==> src/rtl/spi_xfer_counter_pkg.sv <==
// ---------------------------------------------------------------------------
// spi_io_pkg
// Shared types and constants for the SPI flash transfer counter slice.
//   xfer_state_t   : sequencing FSM states (IDLE, RUN, DONE)
//   DEFAULT_*      : default word geometry and length width
//   bit_w_fits()   : elaboration-time check that a bit counter of width
//                    bit_w can hold the values 0 .. bits_per_word-1
// ---------------------------------------------------------------------------
package spi_io_pkg;

   typedef enum logic [1:0] {
      IDLE = 2'd0,
      RUN  = 2'd1,
      DONE = 2'd2
   } xfer_state_t;

   localparam int DEFAULT_BITS_PER_WORD = 8;
   localparam int DEFAULT_BIT_W         = 3;
   localparam int DEFAULT_LEN_W         = 16;

   // True when 2**bit_w >= bits_per_word, so the bit counter can hold the
   // last bit index of a word.
   function automatic bit bit_w_fits(input int bit_w, input int bits_per_word);
      return (longint'(1) << bit_w) >= longint'(bits_per_word);
   endfunction

endpackage

==> src/rtl/spi_xfer_counter_if.sv <==
// ---------------------------------------------------------------------------
// spi_xfer_counter_if
// Handshake and progress bundle between the SPI flash controller (master)
// and the transfer counter (slave).
//   start     : begin a transfer (controller -> counter)
//   len       : transfer length in words, LEN_W bits
//   bit_tick  : one serial bit shifted this cycle
//   abort     : synchronous cancel
//   busy      : counter is in RUN
//   bit_cnt   : bits completed in the current word, BIT_W bits
//   word_cnt  : words completed, LEN_W bits
//   word_done : one-cycle pulse per completed word
//   xfer_done : one-cycle pulse on transfer completion
// ---------------------------------------------------------------------------
interface spi_xfer_counter_if #(
   parameter int BIT_W = 3,
   parameter int LEN_W = 16
);
   logic             start;
   logic [LEN_W-1:0] len;
   logic             bit_tick;
   logic             abort;
   logic             busy;
   logic [BIT_W-1:0] bit_cnt;
   logic [LEN_W-1:0] word_cnt;
   logic             word_done;
   logic             xfer_done;

   modport master (
      output start, len, bit_tick, abort,
      input  busy, bit_cnt, word_cnt, word_done, xfer_done
   );

   modport slave (
      input  start, len, bit_tick, abort,
      output busy, bit_cnt, word_cnt, word_done, xfer_done
   );
endinterface

==> src/rtl/spi_xfer_counter_mod_counter.sv <==
// ---------------------------------------------------------------------------
// spi_mod_counter
// Modulo-MOD up counter with synchronous clear and a registered wrap strobe.
//   clk   : clock, rising edge
//   rst   : asynchronous active-high reset
//   inc   : advance the count by one this cycle
//   clr   : force the count to zero (wins over inc, suppresses wrap)
//   count : current count, W bits, range 0 .. MOD-1
//   wrap  : one-cycle pulse in the cycle after the count wrapped MOD-1 -> 0
// ---------------------------------------------------------------------------
module spi_mod_counter #(
   parameter int MOD = 8,
   parameter int W   = 3
) (
   input  logic         clk,
   input  logic         rst,
   input  logic         inc,
   input  logic         clr,
   output logic [W-1:0] count,
   output logic         wrap
);

   // Count register and wrap strobe; the strobe is registered so it lines up
   // with the count having already returned to zero.
   always_ff @(posedge clk or posedge rst) begin
      if (rst) begin
         count <= '0;
         wrap  <= 1'b0;
      end else begin
         wrap <= 1'b0;
         if (clr) begin
            count <= '0;
         end else if (inc) begin
            if (count == W'(MOD - 1)) begin
               count <= '0;
               wrap  <= 1'b1;
            end else begin
               count <= count + W'(1);
            end
         end
      end
   end

endmodule

==> src/rtl/spi_xfer_counter.sv <==
// ---------------------------------------------------------------------------
// spi_xfer_counter
// Two-level transfer counter for the SPI flash datapath: bit ticks are
// counted into words, words are counted against a captured length.
//   clk  : clock, rising edge
//   rst  : asynchronous active-high reset
//   bus  : spi_xfer_counter_if.slave (start/len/bit_tick/abort in,
//          busy/bit_cnt/word_cnt/word_done/xfer_done out)
// Build option: SPI_XFER_CNT_STREAM_EN -- when defined, a start with len==0
// runs an unbounded stream (word_cnt wraps, no xfer_done); when undefined a
// zero-length start completes immediately through DONE.
// ---------------------------------------------------------------------------
module spi_xfer_counter
   import spi_io_pkg::*;
#(
   parameter int BITS_PER_WORD = DEFAULT_BITS_PER_WORD,
   parameter int BIT_W         = DEFAULT_BIT_W,
   parameter int LEN_W         = DEFAULT_LEN_W
) (
   input logic                clk,
   input logic                rst,
   spi_xfer_counter_if.slave  bus
);

   if (BITS_PER_WORD < 2 || !bit_w_fits(BIT_W, BITS_PER_WORD)) begin : g_param_check
      $error("spi_xfer_counter: BIT_W too narrow for BITS_PER_WORD or BITS_PER_WORD < 2");
   end

   xfer_state_t      state_q;
   logic             busy_q;
   logic             xfer_done_q;
   logic [LEN_W-1:0] word_cnt_q;
   logic [LEN_W-1:0] len_q;
   logic [BIT_W-1:0] bit_cnt;
   logic             word_done;
   logic             stream_q;

   logic accept_start;
   logic run_tick;
   logic last_bit;
   logic last_word;
   logic bit_clr;

   // Abort outranks start, start outranks bit_tick; these qualifiers encode
   // that ordering once so the FSM and bit counter agree.
   assign accept_start = (state_q == IDLE) && bus.start && !bus.abort;
   assign run_tick     = (state_q == RUN) && bus.bit_tick && !bus.abort;
   assign last_bit     = (bit_cnt == BIT_W'(BITS_PER_WORD - 1));
   assign last_word    = (word_cnt_q == (len_q - LEN_W'(1))) && !stream_q;
   assign bit_clr      = bus.abort || accept_start;

   // Bit level: the wrap strobe doubles as word_done, so clearing on abort
   // also suppresses a word pulse on a coincident final tick.
   spi_mod_counter #(
      .MOD (BITS_PER_WORD),
      .W   (BIT_W)
   ) u_bit_cnt (
      .clk   (clk),
      .rst   (rst),
      .inc   (run_tick),
      .clr   (bit_clr),
      .count (bit_cnt),
      .wrap  (word_done)
   );

`ifdef SPI_XFER_CNT_STREAM_EN
   // Stream flag: set by a zero-length start, disables the length compare
   // until the transfer is aborted or reset.
   always_ff @(posedge clk or posedge rst) begin
      if (rst) begin
         stream_q <= 1'b0;
      end else if (bus.abort) begin
         stream_q <= 1'b0;
      end else if (accept_start) begin
         stream_q <= (bus.len == '0);
      end
   end
`else
   assign stream_q = 1'b0;
`endif

   // Sequencing FSM with registered busy/xfer_done and the word counter.
   // xfer_done is raised on entry to DONE so it coincides with that state.
   always_ff @(posedge clk or posedge rst) begin
      if (rst) begin
         state_q     <= IDLE;
         busy_q      <= 1'b0;
         xfer_done_q <= 1'b0;
         word_cnt_q  <= '0;
         len_q       <= '0;
      end else begin
         xfer_done_q <= 1'b0;
         if (bus.abort) begin
            state_q    <= IDLE;
            busy_q     <= 1'b0;
            word_cnt_q <= '0;
         end else begin
            case (state_q)
               IDLE: begin
                  if (bus.start) begin
                     len_q      <= bus.len;
                     word_cnt_q <= '0;
`ifdef SPI_XFER_CNT_STREAM_EN
                     state_q    <= RUN;
                     busy_q     <= 1'b1;
`else
                     if (bus.len != '0) begin
                        state_q <= RUN;
                        busy_q  <= 1'b1;
                     end else begin
                        state_q     <= DONE;
                        busy_q      <= 1'b0;
                        xfer_done_q <= 1'b1;
                     end
`endif
                  end
               end
               RUN: begin
                  if (run_tick && last_bit) begin
                     word_cnt_q <= word_cnt_q + LEN_W'(1);
                     if (last_word) begin
                        state_q     <= DONE;
                        busy_q      <= 1'b0;
                        xfer_done_q <= 1'b1;
                     end
                  end
               end
               DONE: begin
                  state_q <= IDLE;
               end
               default: begin
                  state_q <= IDLE;
                  busy_q  <= 1'b0;
               end
            endcase
         end
      end
   end

   assign bus.busy      = busy_q;
   assign bus.bit_cnt   = bit_cnt;
   assign bus.word_cnt  = word_cnt_q;
   assign bus.word_done = word_done;
   assign bus.xfer_done = xfer_done_q;

endmodule
==> src/flat_wrapper.sv <==
// flat-port wrapper written by rule: the top's interface ports become plain ports
module spi_xfer_counter_flat import spi_io_pkg::*;
#(
   parameter int BITS_PER_WORD = DEFAULT_BITS_PER_WORD,
   parameter int BIT_W         = DEFAULT_BIT_W,
   parameter int LEN_W         = DEFAULT_LEN_W
)
  (clk, rst, bus_start, bus_len, bus_bit_tick, bus_abort, bus_busy, bus_bit_cnt, bus_word_cnt, bus_word_done, bus_xfer_done);
  spi_xfer_counter_if #(.BIT_W(BIT_W), .LEN_W(LEN_W)) bus_i ();
  input logic clk;
  input logic rst;
  input wire logic [$bits(bus_i.start)-1:0] bus_start;
  input wire logic [$bits(bus_i.len)-1:0] bus_len;
  input wire logic [$bits(bus_i.bit_tick)-1:0] bus_bit_tick;
  input wire logic [$bits(bus_i.abort)-1:0] bus_abort;
  output wire logic [$bits(bus_i.busy)-1:0] bus_busy;
  output wire logic [$bits(bus_i.bit_cnt)-1:0] bus_bit_cnt;
  output wire logic [$bits(bus_i.word_cnt)-1:0] bus_word_cnt;
  output wire logic [$bits(bus_i.word_done)-1:0] bus_word_done;
  output wire logic [$bits(bus_i.xfer_done)-1:0] bus_xfer_done;
  assign bus_i.start = bus_start;
  assign bus_i.len = bus_len;
  assign bus_i.bit_tick = bus_bit_tick;
  assign bus_i.abort = bus_abort;
  assign bus_busy = bus_i.busy;
  assign bus_bit_cnt = bus_i.bit_cnt;
  assign bus_word_cnt = bus_i.word_cnt;
  assign bus_word_done = bus_i.word_done;
  assign bus_xfer_done = bus_i.xfer_done;
  spi_xfer_counter #(.BITS_PER_WORD(BITS_PER_WORD), .BIT_W(BIT_W), .LEN_W(LEN_W)) u_core (.clk(clk), .rst(rst), .bus(bus_i));
endmodule
==> config.mk <==
export PLATFORM = sky130hd
export DESIGN_NAME = spi_xfer_counter_flat
export DESIGN_NICKNAME = d
export VERILOG_FILES = /design/src/rtl/spi_xfer_counter_pkg.sv /design/src/rtl/spi_xfer_counter_if.sv /design/src/rtl/spi_xfer_counter_mod_counter.sv /design/src/rtl/spi_xfer_counter.sv /design/src/flat_wrapper.sv
export SDC_FILE = /design/constraint.sdc
export NUM_CORES = 1
export LEC_CHECK = 0
export BUFFER_PORTS_ARGS = -buffer_cell sky130_fd_sc_hd__buf_2
export CORE_UTILIZATION = 36
export DETAILED_ROUTE_END_ITERATION = 7
export SLEW_MARGIN = 20
export SYNTH_ARGS = -nofsm -noshare
export SYNTH_HDL_FRONTEND = slang
export SYNTH_HIERARCHICAL = 1
export SYNTH_SLANG_ARGS = --single-unit
==> constraint.sdc <==
create_clock -name clk -period 2.6 [get_ports clk]
set_input_delay 0 -clock clk [delete_from_list [all_inputs] [get_ports clk]]
set_output_delay 0 -clock clk [all_outputs]
set_load 0.02 [all_outputs]
==> results.toml, run 1 <==
[final_layout]
fill_cells = 619
finish.instance_area_sq_mm = 0.003073
drive_above_1_share_pct = 23.58
multiInputGateArea_sq_mm = 0.001358
num-nets-final = 342
antenna_cells = 0
area_delta_synth_final_pct = 25.11
regArea_sq_mm = 0.001001

[logic_synthesis]
async_reset_ff_share_pct = 100.0
synth_area_leader_cell = "dfrtp_1"
syn_area_sq_mm = 0.002456
synth_common_cells = "dfrtp_1, nor2_1, xor2_1, nand4_1"
syn_area_per_cell_sq_um = 9.557
synth_flop_cell = "dfrtp_1"
synth_most_common_cell = "dfrtp_1"
synth_cell_types = 47
yosys_warnings = 6
synthCells = 257
synth_seq_cells = 40
synth_edf_count = 0
synth_top_area_share_pct = 40.75
seq_area_frac_synth_pct = 40.75
synth_fp_nets = 282
ys_top_cells_by_area = "dfrtp_1, xor2_1, mux2_2"

[power_and_ir_drop]
pwr-share-seq_pct = 44.2
switching_share_pct = 28.97
p_int_uw = 1187
p_leak_uw = 0.001369
p_sw_uw = 483.9
p_clk_share_pct = 33.9
p_per_area_mw_per_mm2 = 543.6
comb_power_share_pct = 22.0
worst_ir_drop_vdd_v = 0.0002140

[route]
wirelength_mm = 6.314
drt_iter0_markers = 148
vias = 2165
drcViolationCount = 0
ant_nets = 0
wl_per_cell_um = 15.98
via_per_inst = 5.481
dr.pass1.iters = 6

[clocking]
clkLatencyLatePin_ns = 0.30
h-tree-depth = 2
cts_made_buffers = 5
cts_tree = "yes"
cts-root-buf = "clkbuf_8"
cts_buffer_depth = 2
path_clk_slew_ns = 0.08
clock_sink_count = 40

[floorplan]
boundaryPins = 43
die_y_um = 84.60
die_area_sq_mm = 0.007157
die_w_um = 84.60
initial_core_util_pct = 38.03
core_sq_mm = 0.006459
placementRows = 29

[timing]
fin_tns_setup_ns = 0
drv_slew = 0
max_freq_mhz = 402.5
max_slew_margin_pct = 48.21
fin_worst_skew_ns = 0.005600
report.final.setup_viol = 0
whs_ns = 0.1342
max_slew.worst_pin.slew_ns = 0.7760
finalCriticalPeriod_ns = 2.484
finalCritPeriodShare_pct = 95.55
finalHoldViolCount = 0
rsz0062_at_grt = "no"

[setup_path]
crit_arrival_ns = 2.67
crit_type = "register to register"
end_kind = "register"
crit_path_max_fanout = 8
required_ns = 2.79
crit_path_start_kind = "register"

[global_routing]
grt_use_total_pct = 18.49
grt_overflow = 0
global_route.peak_usage_layer = "met2"
grt_max_degree = 22
grt_pass1_vias = 2099
met3_usage_pct = 3.048
grt_util_met2_pct = 30.01
grt_pass1_wl_mm = 10.32
met1_usage_pct = 25.09
antenna_found_initial = 0

[placed_design]
gp_congestion = 0.8728
hpwl_mm = 4.564
postPlaceCellArea_sq_mm = 0.002759
port_buffers = 42

[worst_hold_path]
hold_path.class = "input port to asynchronous set/reset pin"

[run_status]
status = "finished clean"

[flow_run]
drv_cap = 0
[final timing paths]
kind                                               to  cells past startpoint              from  slack, ns
max in group asynchronous            u_core/len_q[11]                      4               rst       1.48
worst max-delay path                  u_core/bus.busy                      6   u_core/len_q[2]       0.12
worst min-delay path            u_core/u_bit_cnt/wrap                      3               rst       0.13
min in group clk                    u_core/state_q[0]                      4         bus_start       0.14
worst max register to register        u_core/bus.busy                      6   u_core/len_q[2]       0.12
worst min register to register       u_core/len_q[15]                      1  u_core/len_q[15]       0.55
[metal layers]
| metal | up-vias | wire, um |
|---|---|---|
| li1 | 1064 | - |
| met1 | 1046 | 2981 |
| met2 | 47 | 3025 |
| met3 | 8 | 251 |
| met4 | 0 | 56 |
| met5 | - | 0 |
[flip-flops by register name (all words and copies together) (netlist names)]
signal,count
u_core/bus.busy,1
u_core/len_q,16
u_core/bus.xfer_done,1
u_core/u_bit_cnt/wrap,1
u_core/bus.word_cnt,16
u_core/u_bit_cnt/count,3
u_core/state_q,2
[cells in the final DEF, fill, tap and decap left out, types with 2 or more instances in the layout]
cell type / n
dlygate4sd3_1: 18
or4_1: 3
and2_1: 5
o21ai_0: 8
clkbuf_8: 7
nor2_1: 21
or3_1: 5
o21bai_1: 2
nand2_1: 13
nor4_1: 10
xnor2_1: 11
mux2_2: 13
mux2i_1: 5
nand3_1: 8
a21o_1: 2
a211oi_1: 3
xor2_1: 18
a32oi_1: 2
a311oi_1: 2
nand2b_1: 2
buf_2: 42
inv_1: 9
nand4_1: 15
nor3_1: 5
ha_1: 4
and4_1: 4
nor2b_1: 4
nor3b_1: 2
dfrtp_1: 40
buf_4: 9
o31a_1: 3
o221ai_1: 2
and3_1: 6
[final cells by class]
cell class / instances / share of cell area, %
Tap cell: 77 / 3.135
Timing Repair Buffer: 69 / 14.90
Sequential cell: 40 / 32.57
Multi-Input combinational cell: 192 / 44.18
Clock buffer: 7 / 3.135
Clock inverter: 1 / 0.9772
Inverter: 9 / 1.099
[power by group through the flow]
| stage | clock, uW | combinational, uW | sequential [uW] |
|---|---|---|---|
| detailed placement | 0 | 337 | 749 |
| CTS | 579 | 361 | 738 |
| finish | 566 | 367 | 738 |
| global route | 604 | 402 | 750 |
| floorplan | 0 | 260 | 725 |
| global placement | 0 | 338 | 749 |
[stage by stage]
stage / cells / util (%) / power, uW / setup WS [ns]
after global routing: 395 / 47.58 / 1756 / 0.01825
after detailed placement: 369 / 42.72 / 1087 / 0.1032
final: 395 / 47.58 / 1670 / 0.1157
after CTS: 395 / 47.46 / 1678 / 0.06999
after global placement: 369 / 42.72 / 1086 / 0.1654
after floorplan: 257 / - / 984.9 / 0.2936
[what timing repair did]
item,4_1_cts,5_1_grt
setup buffers,0,0
hold endpoints to repair,40,0
hold buffers,18,0
gates resized for setup,0,2
endpoints found under the setup margin,0,4
[worst max-delay path: stages (launching register included)]
cell	delay [ns]
dfrtp_1	0.46
or4_1	0.71
a311oi_1	0.30
a32oi_1	0.08
a2111oi_1	0.45
and4_4	0.33
nor3_1	0.05
[logic make-up (layout without fill, tap and decap cells)]
group,Yosys count,count (layout),share of synthesized area [%]
AO/OA/AOI/OAI,35,35,10.65
buffers and inverters,25,86,4.279
AND/OR/NAND/NOR,106,106,23.94
multiplexers,18,18,7.998
flip-flops,40,40,40.75
adder cells (fa/ha/maj),4,4,2.038
XOR/XNOR,29,29,10.34
Note: power is estimated with default switching activity, not from simulation.
==> inputs of run 2 (changes only) <==
- clock period: 2.6 -> 2.3 ns (I/O delays scaled with it)
==> run 2 against run 1 <==
Against the previous run:
- worst hold slack improved by 0.0012 ns
- setup slack got worse by 0.048 ns
- flip-flop and latch count unchanged
- utilization up 1.8 points
- sequential share of layout area shrank 1.2 points
- total power up 13%
- maximum frequency up 11%
- clock power is 2% higher
- global-route usage grew 0.67 points
- critical endpoint unchanged
==> results.toml, run 2 (same netlist as run 1, synthesis figures left out) <==
[clocking]
clock_sink_count = 40
cts_made_buffers = 5
cts_buffer_depth = 2
h-tree-depth = 2
path_clk_slew_ns = 0.08
cts_tree = "yes"
cts-root-buf = "clkbuf_8"
clkLatencyLatePin_ns = 0.30

[timing]
whs_ns = 0.1354
max_slew.worst_pin.slew_ns = 0.4640
finalCritPeriodShare_pct = 97.04
drv_slew = 0
finalCriticalPeriod_ns = 2.232
max_slew_margin_pct = 69.06
fin_tns_setup_ns = 0
setup_ws_ns = 0.06808
finalHoldViolCount = 0
report.final.setup_viol = 0
max_freq_mhz = 448.0
fin_worst_skew_ns = 0.006649

[setup_path]
r2r_cells = 6
path_delay_family = "simple AND/OR/NAND/NOR gates"
crit_path_max_fanout = 4
path_buf_inv = 0
cp_slowest_cell = "or4_4"
rr_endpoint = "u_core/bus.busy"
crit_type = "register to register"
end_kind = "register"
crit_path_start_kind = "register"
path_cells = "or4_4 -> o31a_1 -> or3_1 -> a32oi_1 -> and4_4 -> nor3_1"
crit_arrival_ns = 2.42
ff2ff_setup_slack_ns = 0.07
regToRegStartpoint = "u_core/len_q[2]"
worst_path_largest_cell_delay_ns = 0.58
required_ns = 2.49

[floorplan]
die_w_um = 84.60
core_sq_mm = 0.006459
die_y_um = 84.60
initial_core_util_pct = 38.03
placementRows = 29
boundaryPins = 43
die_area_sq_mm = 0.007157

[route]
drt_iter0_markers = 166
drcViolationCount = 0
wl_per_cell_um = 15.82
ant_nets = 0
wirelength_mm = 6.423
dr.pass1.iters = 6
via_per_inst = 5.507
vias = 2236

[final_layout]
mostFrequentLayoutCell = "buf_2"
antenna_cells = 0
layout_common_cells = "buf_2, dfrtp_1, nor2_1"
drive_above_1_share_pct = 28.88
num-nets-final = 353
final_cell_count_no_fill = 406
area_delta_synth_final_pct = 29.90
post-route-util_pct = 49.40

[placed_design]
hpwl_mm = 4.544
post-place-ws_ns = -0.009267
dp_cells = 380
port_buffers = 42
gp_congestion = 0.8806

[flow_run]
drv_cap = 0

[power_and_ir_drop]
pwr-share-seq_pct = 43.1
p_per_area_mw_per_mm2 = 591.8
p_clk_share_pct = 30.5
comb_power_share_pct = 26.4
p_int_uw = 1321
switching_share_pct = 30.04
worst_ir_drop_vdd_v = 0.0002593
p_sw_uw = 567.2
p_leak_uw = 0.001420

[global_routing]
grt_max_degree = 37
grt_use_total_pct = 19.16
antenna_found_initial = 0
grt_pass1_vias = 2168
grt_pass1_wl_mm = 10.76
grt_overflow = 0

[run_status]
status = "finished clean"

[worst_hold_path]
hold_path.class = "input port to asynchronous set/reset pin"
[run 2: cell types whose count changed in the layout (fill, tap and decap cells not counted), moves of 2 or more]
| cell | previous run | this run |
|---|---|---|
| buf_4 | 9 | 20 |
| clkbuf_8 | 7 | 5 |
| nor4_1 | 10 | 7 |
| nor4_2 | 0 | 3 |
[run 2: worst max path at each step]
stage,start,endpoint,slack (ns),cells after the start
6_report,u_core/len_q[2],u_core/bus.busy,0.07,6
5_1_grt,u_core/len_q[2],u_core/state_q[0],-0.002,7
4_1_cts,u_core/len_q[2],u_core/bus.busy,0.0008,6
3_5_place_dp,u_core/len_q[2],u_core/bus.busy,-0.009,6
3_3_place_gp,u_core/len_q[2],u_core/bus.busy,0.02,6
2_1_floorplan,u_core/len_q[0],u_core/bus.busy,0.05,10
[run 2: final cells by class]
class,count,area (sq um)
clock buffer,6,72.57
clock inverter,2,35.03
fill,607,3268
inverter,9,33.78
multi-input combinational,192,1411
sequential,40,1001
tap,77,96.34
timing repair buffer,80,540.5
[run 2: per-stage QoR]
| stage | area (sq um) | power (uW) |
|---|---|---|
| floorplan | 2462 | 1116 |
| finish | 3191 | 1888 |
| detailed placement | 2848 | 1272 |
| global route | 3191 | 1999 |
| global placement | 2848 | 1269 |
| CTS | 3137 | 1878 |
[run 2: what timing repair did]
| action | 4_1_cts | 5_1_grt |
|---|---|---|
| pin swaps | 0 | 1 |
| hold buffers | 18 | 0 |
| resized for setup | 1 | 10 |
| endpoints found under the hold margin | 57 | 0 |
| endpoints found under the setup margin | 4 | 4 |
| buffers inserted | 0 | 0 |
[run 2: layer usage]
metal | up-vias | global-route usage, % | share of wire [%]
met5 | - | 0 | 0
met4 | 0 | 6.163 | 1.2
met3 | 10 | 4.031 | 4.2
met2 | 63 | 31.63 | 48
met1 | 1086 | 25.15 | 47
li1 | 1077 | - | -
[run 2: worst min-delay path, cell delays in order]
cell and delay (ns):
dlygate4sd3_1 0.53, buf_2 0.13, inv_1 0.13
[run 2: power by group through the flow]
stage / Clock, uW / Combinational, uW / Sequential, uW
6_report: 576 / 499 / 814
5_1_grt: 626 / 549 / 824
4_1_cts: 594 / 471 / 812
3_5_place_dp: 0 / 446 / 826
3_3_place_gp: 0 / 445 / 824
2_1_floorplan: 0 / 296 / 820
